**src/rtl/fetch_issue_pkg.sv**
```systemverilog
// ---------------------------------------------------------------------------
// fetch_issue_pkg
//   Shared pipeline definitions for the fetch stage and its neighbours:
//     NOP_INSN     - canonical no-op encoding (addi x0, x0, 0)
//     PC_INCREMENT - byte step between sequential fetch addresses
//     fetch_state_t - fetch FSM state encodings
// ---------------------------------------------------------------------------
package fetch_issue_pkg;

  localparam logic [31:0] NOP_INSN     = 32'h0000_0013;
  localparam int unsigned PC_INCREMENT = 4;

  typedef enum logic [1:0] {
    BOOT  = 2'd0,
    ISSUE = 2'd1,
    HOLD  = 2'd2
  } fetch_state_t;

endpackage

```
**src/rtl/fetch_issue.sv**
```systemverilog
// ---------------------------------------------------------------------------
// fetch_issue
//   Instruction fetch request generator. Walks the PC in 4-byte steps,
//   presents one request per cycle to instruction memory and reports which
//   PC's data is returning one cycle after each accepted request.
//
// Handshake: a request is offered whenever i_mem_read=1; it is accepted in
//   any cycle where i_mem_read=1 and i_mem_ready=1. While offered but not
//   accepted, i_mem_read_address holds its value. i_mem_read is combinational
//   from state, stall and redirect and never depends on i_mem_ready.
//
// Ports:
//   clock              - sole clock, rising edge
//   reset              - synchronous, active-low
//   stall              - downstream hold; no request offered
//   redirect           - taken branch/jump/trap; kill fetch, load target_PC
//   target_PC          - redirect destination
//   i_mem_ready        - memory accepts the offered request this cycle
//   i_mem_read         - request valid
//   i_mem_read_address - request address (registered PC)
//   issue_PC           - PC of the instruction whose data returns this cycle
//   issue_valid        - issue_PC and returned data are live
//   fetch_count        - number of accepted requests (wraps)
//   scan               - debug-scan enable; qualifies scan_hit for monitors
// ---------------------------------------------------------------------------
module fetch_issue
  import fetch_issue_pkg::*;
#(
  parameter int unsigned                ADDRESS_BITS    = 32,
  parameter logic [ADDRESS_BITS-1:0]    RESET_PC        = '0,
  parameter int unsigned                SCAN_CYCLES_MIN = 0,
  parameter int unsigned                SCAN_CYCLES_MAX = 1000
) (
  input  logic                    clock,
  input  logic                    reset,
  input  logic                    stall,
  input  logic                    redirect,
  input  logic [ADDRESS_BITS-1:0] target_PC,
  input  logic                    i_mem_ready,
  output logic                    i_mem_read,
  output logic [ADDRESS_BITS-1:0] i_mem_read_address,
  output logic [ADDRESS_BITS-1:0] issue_PC,
  output logic                    issue_valid,
  output logic [31:0]             fetch_count,
  input  logic                    scan
);

  localparam logic [ADDRESS_BITS-1:0] PC_STEP = ADDRESS_BITS'(PC_INCREMENT);

  fetch_state_t            state;
  fetch_state_t            state_next;
  logic [ADDRESS_BITS-1:0] pc;
  logic [31:0]             fetch_count_q;
  logic                    accept;
  logic                    scan_hit;

  // Redirect suppresses the request so a killed address is never accepted.
  assign i_mem_read         = (state != BOOT) && !stall && !redirect;
  assign accept             = i_mem_read && i_mem_ready;
  assign i_mem_read_address = pc;
  assign fetch_count        = fetch_count_q;

  // Debug-scan window, sampled by simulation monitors only. Written as an
  // offset compare so a zero lower bound needs no special case.
  assign scan_hit = scan &&
    ((fetch_count_q - 32'(SCAN_CYCLES_MIN)) <= 32'(SCAN_CYCLES_MAX - SCAN_CYCLES_MIN));

  always_comb begin
    state_next = state;
    case (state)
      BOOT:    state_next = ISSUE;
      ISSUE:   if (stall || (i_mem_read && !i_mem_ready)) state_next = HOLD;
      HOLD:    if (accept) state_next = ISSUE;
      default: state_next = BOOT;
    endcase
  end

  always_ff @(posedge clock) begin
    if (!reset) begin
      state         <= BOOT;
      pc            <= RESET_PC;
      issue_PC      <= '0;
      issue_valid   <= 1'b0;
      fetch_count_q <= '0;
    end else begin
      state <= state_next;
      if (redirect) begin
        pc <= target_PC;
      end else if (accept) begin
        pc <= pc + PC_STEP;
      end
      // accept is already 0 under redirect, so the cycle after a redirect
      // never reports a live issue.
      issue_valid <= accept;
      if (accept) begin
        issue_PC      <= pc;
        fetch_count_q <= fetch_count_q + 32'd1;
      end
    end
  end

endmodule

```
**config.mk**
```make
export PLATFORM = sky130hd
export DESIGN_NAME = fetch_issue
export DESIGN_NICKNAME = d
export VERILOG_FILES = /design/src/rtl/fetch_issue_pkg.sv /design/src/rtl/fetch_issue.sv
export SDC_FILE = /design/constraint.sdc
export NUM_CORES = 1
export LEC_CHECK = 0
export ABC_AREA = 0
export CAP_MARGIN = 20
export CORE_ASPECT_RATIO = 0.9
export CORE_MARGIN = 3
export CORE_UTILIZATION = 46
export CTS_CLUSTER_SIZE = 8
export DETAILED_ROUTE_END_ITERATION = 8
export PLACE_DENSITY_LB_ADDON = 0.08
export REMOVE_ABC_BUFFERS = 1
export SETUP_SLACK_MARGIN = 0.2
export SLEW_MARGIN = 20
export SYNTH_ARGS = -nofsm -noshare
export SYNTH_HDL_FRONTEND = slang
export SYNTH_SLANG_ARGS = --single-unit
```
**constraint.sdc**
```tcl
create_clock -name clock -period 2.7 [get_ports clock]
set_input_delay 0.675 -clock clock [delete_from_list [all_inputs] [get_ports clock]]
set_output_delay 0.675 -clock clock [all_outputs]
set_load 0.01 [all_outputs]
```
==> flow_metrics.env, run 1 <==
export IMPL_comb_power_share=0.116
export IMPL_io_buffers=134
export IMPL_place_congestion=0.7924
export IMPL_reg2reg_depth=5
export IMPL_clkTransAtPathRegs_ns=0.09
export IMPL_worst_hold_slack_ns=0.4599
export IMPL_h_tree_depth=3
export IMPL_cp_end_kind="output pin"
export IMPL_max_freq_mhz=418.5
export IMPL_setup_slack_ns=0.3105
export IMPL_diodes=0
export IMPL_crit_arrival_ns=1.71
export IMPL_ys_ff_latch=99
export IMPL_seq_area_mm2=0.001982
export IMPL_p_switching_mw=0.7076
export IMPL_design_core_area_mm2=0.009373
export IMPL_grt_setup_unrepaired="no"
export IMPL_ys_types=53
export IMPL_pre_cts_slack_ns=-0.05929
export IMPL_drc=0
export IMPL_drv_slew=0
export IMPL_hp_class="reg -> reg"
export IMPL_synth_warnings=0
export IMPL_placed_cell_area_mm2=0.006112
export IMPL_die_w_um=111.0
export IMPL_synth_seq_area_share=0.4341
export IMPL_cts_resized_gates=2
export IMPL_rows=33
export IMPL_worstPathRequired_ns=2.03
export IMPL_dieHeight_um=100.5
export IMPL_ctsHoldBuffers=0
export IMPL_power_frac_seq=0.548
export IMPL_layout_commonest_cell="clkdlybuf4s50_1"
export IMPL_grt_first_pass_wirelength_um=21070
export IMPL_insertion_delay_ns=0.36
export IMPL_die_area_mm2=0.01116
export IMPL_post_route_period_util=0.8850
export IMPL_grt_start_max_net_pins=62
export IMPL_io_pins=136
export IMPL_first_pass_iters=5
export IMPL_clockBufferDepth=2
export IMPL_rrSetupSlack_ns=0.56
export IMPL_worstHoldStart="issue_PC[18]"
export IMPL_avgSynthCellArea_um2=7.940
export IMPL_grt_ovfl_total=0
export IMPL_status="finished clean"
export IMPL_drtAntennaViolNets=0
export IMPL_cts_made_buffers=9
export IMPL_max_slew_margin=0.4498
export IMPL_multi_input_area_mm2=0.002405
export IMPL_cts_root_buf="clkbuf_8"
export IMPL_avgRoutedWirePerCell_um=15.53
export IMPL_vias_per_cell=5.588
export IMPL_power_frac_clock=0.336
export IMPL_holdPathEnd="issue_PC[18]"
export IMPL_powerDensity_mw_per_mm2=447.4
export IMPL_irDropWorstVdd_uv=309.6
export IMPL_start_util=0.4871
export IMPL_antenna_found_initial=0
export IMPL_p_leak_nw=2.164
export IMPL_switching_share=0.2504
export IMPL_syn_inst=575
export IMPL_cap_violations=0
export IMPL_drive_gt1_frac=0.07725
export IMPL_async_flop_share=0
export IMPL_grt_usage=0.2273
export IMPL_wirelength_um=12950
export IMPL_intPower_mw=2.118
export IMPL_dp_hpwl_um=9068
export IMPL_final_setup_skew_ns=0.01057
export IMPL_tightest_slew_ns=0.8185
export IMPL_start_kind="primary input"
export IMPL_setup_viol=0
export IMPL_dp_cells=818
export IMPL_min_period_ns=2.390
export IMPL_syn_area_mm2=0.004566
export IMPL_cts_tree="built"
export IMPL_vias=4660
export IMPL_finalInstanceArea_mm2=0.006316
export IMPL_syn_to_final_growth_pct=38.34
export IMPL_dr_first_iter_drc_count=278
export IMPL_final_fill_count=812
export IMPL_clock_sinks=99
export IMPL_final_cell_mix="133 x clkdlybuf4s50_1, 115 x nand2_1, 99 x dfxtp_1"
export IMPL_instances_no_fill=834
export IMPL_hold_viol=0
export IMPL_grt_pass1_vias=4340
export IMPL_synth_edf_count=0
export IMPL_timing_rr_end="i_mem_read_address[24]"
export IMPL_post_cts_buffers=0
export IMPL_worstPathMaxFanout=3
export IMPL_path_class="in -> out"
export IMPL_synthFlopType="dfxtp_1"
export IMPL_worstReg2RegStart="i_mem_read_address[14]"
export IMPL_nets=747
export IMPL_worstHoldPathCells=2
synthesized netlist by cell type (2+ instances only):
master	n	area [um2]
nand2b_1	3	18.77
o21a_1	2	15.01
and2_1	4	25.02
a22oi_1	6	45.04
a21oi_1	60	300.3
and4_1	4	35.03
nand4b_1	2	17.52
xor2_1	9	78.83
buf_4	2	15.01
o211ai_1	2	15.01
nor3_1	13	65.06
dfxtp_1	99	1982
a211oi_1	2	15.01
xnor2_1	17	148.9
and3_1	14	87.58
a222oi_1	3	30.03
nand2_1	115	431.7
o22ai_1	5	31.28
a21o_1	3	22.52
o21ai_0	22	110.1
or3_1	4	25.02
mux2i_1	4	40.04
nor2b_1	3	18.77
inv_1	13	48.80
a31oi_1	9	56.30
nand3_1	19	95.09
mux2_2	4	45.04
a2bb2oi_1	3	26.28
nor2_1	38	142.6
buf_1	7	26.28
buf_2	6	30.03
nand4_1	20	125.1
clkbuf_1	22	82.58
a32oi_1	3	26.28
nor4_1	11	68.82
or4_1	4	30.03
ha_1	2	25.02
metal layers:
layer / global-route usage / part of all wire / up-vias
met2: 0.3731 / 0.47 / 177
li1: - / - / 2288
met3: 0.07503 / 0.078 / 18
met1: 0.2896 / 0.44 / 2177
met4: 0.06455 / 0.016 / 0
met5: 0 / 0 / -
power groups by stage:
stage / Sequential [mW] / Clock, mW / Combinational, mW
global route: 1.56 / 1.03 / 0.356
global placement: 1.58 / 0 / 0.318
detailed placement: 1.58 / 0 / 0.325
floorplan: 1.58 / 0 / 0.118
finish: 1.55 / 0.950 / 0.327
CTS: 1.55 / 0.966 / 0.327
logic make-up after synthesis:
logic type / count (synthesis) / synth area share
AOI/OAI and AO/OA: 125 / 0.1611
xor gates and xnor gates: 26 / 0.04988
adders and majority gates: 2 / 0.005480
buffers and inverters: 50 / 0.04440
DFF: 99 / 0.4341
muxes: 9 / 0.02110
and+or+nand+nor: 264 / 0.2839
through the flow:
step                      power [mW]   TNS (ns)    util
after floorplan                1.702  -0.001285       -
after detailed placement       1.906    -0.1591  0.6521
after global placement         1.896   -0.02126  0.6521
after CTS                      2.840          0  0.6733
final                          2.826          0  0.6739
after global routing           2.944          0  0.6739
cell type report:
type,count,share of cell area
tap,122,0.02417
inverter,13,0.007726
clock inverter,4,0.007924
timing repair buffer,158,0.2427
multi-input combinational,426,0.3807
sequential,99,0.3138
clock buffer,12,0.02298
critical path: stages:
cell	delay (ns)
clkdlybuf4s50_1	0.51
nor3_2	0.24
dlygate4sd2_1	0.29
flip-flops by register name, summed over array words and instances, names as in the netlist:
register and count:
issue_PC 32, fetch_count 32, issue_valid 1, state 2, i_mem_read_address 32
how the worst max path moves through the flow:
stage,start,to,depth (start not counted)
after global routing,redirect,fetch_count[31],6
after detailed placement,i_mem_ready,i_mem_read_address[5],7
after global placement,stall,i_mem_read,3
after floorplan,redirect,i_mem_read_address[16],5
after CTS,redirect,i_mem_read,3
final,stall,i_mem_read,3
Note: power is estimated with default switching activity, not from simulation.
==> run 2, diff against run 1 <==
Settings changed: CORE_MARGIN 3 to not set, CTS_CLUSTER_SIZE 8 to not set.
==> flow_metrics.env, run 2 (synthesized netlist as in run 1, its figures left out) <==
export IMPL_status="finished clean"
export IMPL_h_tree_depth=3
export IMPL_place_congestion=0.8031
export IMPL_final_setup_skew_ns=0.01292
export IMPL_worstPathMaxFanout=3
export IMPL_insertion_delay_ns=0.37
export IMPL_cp_startpoint="stall"
export IMPL_drv_slew=0
export IMPL_path_class="in -> out"
export IMPL_setup_slack_ns=0.3564
export IMPL_worstReg2RegStart="fetch_count[7]"
export IMPL_pre_cts_slack_ns=-0.03914
export IMPL_start_util=0.4728
export IMPL_reg2reg_depth=5
export IMPL_cap_violations=0
export IMPL_max_freq_mhz=426.7
export IMPL_design_core_area_mm2=0.009657
export IMPL_drc=0
export IMPL_clockBufferDepth=2
export IMPL_hold_viol=0
export IMPL_grt_usage=0.2375
export IMPL_layout_commonest_cell="clkdlybuf4s50_1"
export IMPL_clkTransAtPathRegs_ns=0.09
export IMPL_vias=4624
export IMPL_diodes=0
export IMPL_tightest_slew_ns=0.5006
export IMPL_worstPathRequired_ns=2.03
export IMPL_cts_root_buf="clkbuf_8"
export IMPL_post_cts_buffers=0
export IMPL_cts_made_buffers=9
export IMPL_irDropWorstVdd_uv=381.9
export IMPL_powerDensity_mw_per_mm2=459.4
export IMPL_die_w_um=107.0
export IMPL_dr_first_iter_drc_count=180
export IMPL_nets=750
export IMPL_grt_start_max_net_pins=68
export IMPL_io_buffers=134
export IMPL_avgRoutedWirePerCell_um=14.88
export IMPL_post_route_period_util=0.8680
export IMPL_io_pins=136
export IMPL_min_period_ns=2.344
export IMPL_cpMaxStageDelayCell="clkdlybuf4s50_1"
export IMPL_drtAntennaViolNets=0
export IMPL_rows=34
export IMPL_rrSetupSlack_ns=0.62
export IMPL_grt_first_pass_wirelength_um=19640
export IMPL_die_area_mm2=0.01033
export IMPL_p_leak_nw=2.198
export IMPL_final_fill_count=822
export IMPL_start_kind="primary input"
export IMPL_final_cell_mix="132 x clkdlybuf4s50_1, 115 x nand2_1, 99 x dfxtp_1"
export IMPL_dp_hpwl_um=8615
export IMPL_syn_to_final_growth_pct=39.68
export IMPL_cp_end_kind="output pin"
export IMPL_crit_family="buffers and inverters"
export IMPL_crit_path_cell_trace="clkdlybuf4s50_1 -> nor3_2 -> dlygate4sd2_1"
export IMPL_drive_gt1_frac=0.07843
export IMPL_timing_rr_end="fetch_count[30]"
export IMPL_grt_pass1_vias=4163
export IMPL_clock_sinks=99
export IMPL_path_buf_inv=2
export IMPL_crit_arrival_ns=1.67
export IMPL_cts_tree="built"
export IMPL_crit_cells=3
export IMPL_setup_viol=0
export IMPL_first_pass_iters=5
export IMPL_critPathCapture="i_mem_read"
export IMPL_wirelength_um=12500
export IMPL_antenna_found_initial=0
export IMPL_power_mw=2.930
export IMPL_grt_setup_unrepaired="no"
export IMPL_grt_ovfl_total=0
export IMPL_vias_per_cell=5.505
export IMPL_hp_class="reg -> reg"
export IMPL_utilization=0.6604
export IMPL_max_slew_margin=0.6658
export IMPL_dieHeight_um=96.52
export IMPL_cp_slowest_stage_delay_ns=0.51
run 2: cell count changes in the layout (fill, tap and decap cells not counted), sizes merged:
cell and delta:
buf +3, bufinv +1, clkbuf -1, clkdlybuf4s50 -1, clkinv -1, dlygate4sd2 +1
run 2: how the worst min path moves through the flow:
stage | slack (ns) | to | from | depth (start not counted)
6_report | 0.46 | issue_PC[23] | issue_PC[23] | 2
3_3_place_gp | 0.44 | issue_PC[23] | issue_PC[23] | 2
4_1_cts | 0.46 | issue_PC[27] | issue_PC[27] | 2
2_1_floorplan | 0.44 | state[1] | state[0] | 1
3_5_place_dp | 0.45 | issue_PC[27] | issue_PC[27] | 2
5_1_grt | 0.48 | issue_PC[8] | issue_PC[8] | 2
run 2: per-stage QoR:
stage	setup TNS [ns]	hold slack, ns	area (um2)	instances
after floorplan	-0.001285	0.4410	4412	538
after global placement	-0.05238	0.4415	6158	825
after detailed placement	-0.1042	0.4476	6158	825
after CTS	0	0.4605	6377	840
after global routing	0	0.4842	6377	840
final	0	0.4588	6377	840
run 2: cell type report:
type | instances | area (um2) | share of cell area
multi-input cells | 426 | 2394 | 0.3753
flip-flops and latches | 99 | 1982 | 0.3108
repair buffers | 161 | 1579 | 0.2476
well taps | 126 | 157.7 | 0.02472
clock buffers | 11 | 141.4 | 0.02217
clock inverters | 4 | 75.07 | 0.01177
inverters | 13 | 48.80 | 0.007652
run 2: power by group:
group	switching [mW]	total, mW	internal [mW]	leakage (nW)
registers	0.0508	1.55	1.50	0.804
logic	0.157	0.331	0.174	1.29
clock network	0.509	1.05	0.543	0.102
total	0.717	2.93	2.21	2.20
run 2: worst min-delay path: stages, from the launching register on:
cell,delay (ns)
dfxtp_1,0.32
nand2_1,0.05
a21oi_1,0.05
run 2: routing by layer:
metal | global-route usage | wire (um) | vias up
li1 | - | - | 2302
met3 | 0.06237 | 870 | 13
met1 | 0.3042 | 5741 | 2153
met4 | 0.06621 | 131 | 0
met2 | 0.3968 | 5756 | 156
met5 | 0 | 0 | -
run 2: what timing repair did:
item / CTS / global route
setup endpoints to repair: 1 / 0
resized for setup: 3 / 0
hold endpoints to repair: 0 / 0
hold buffers: 0 / 0
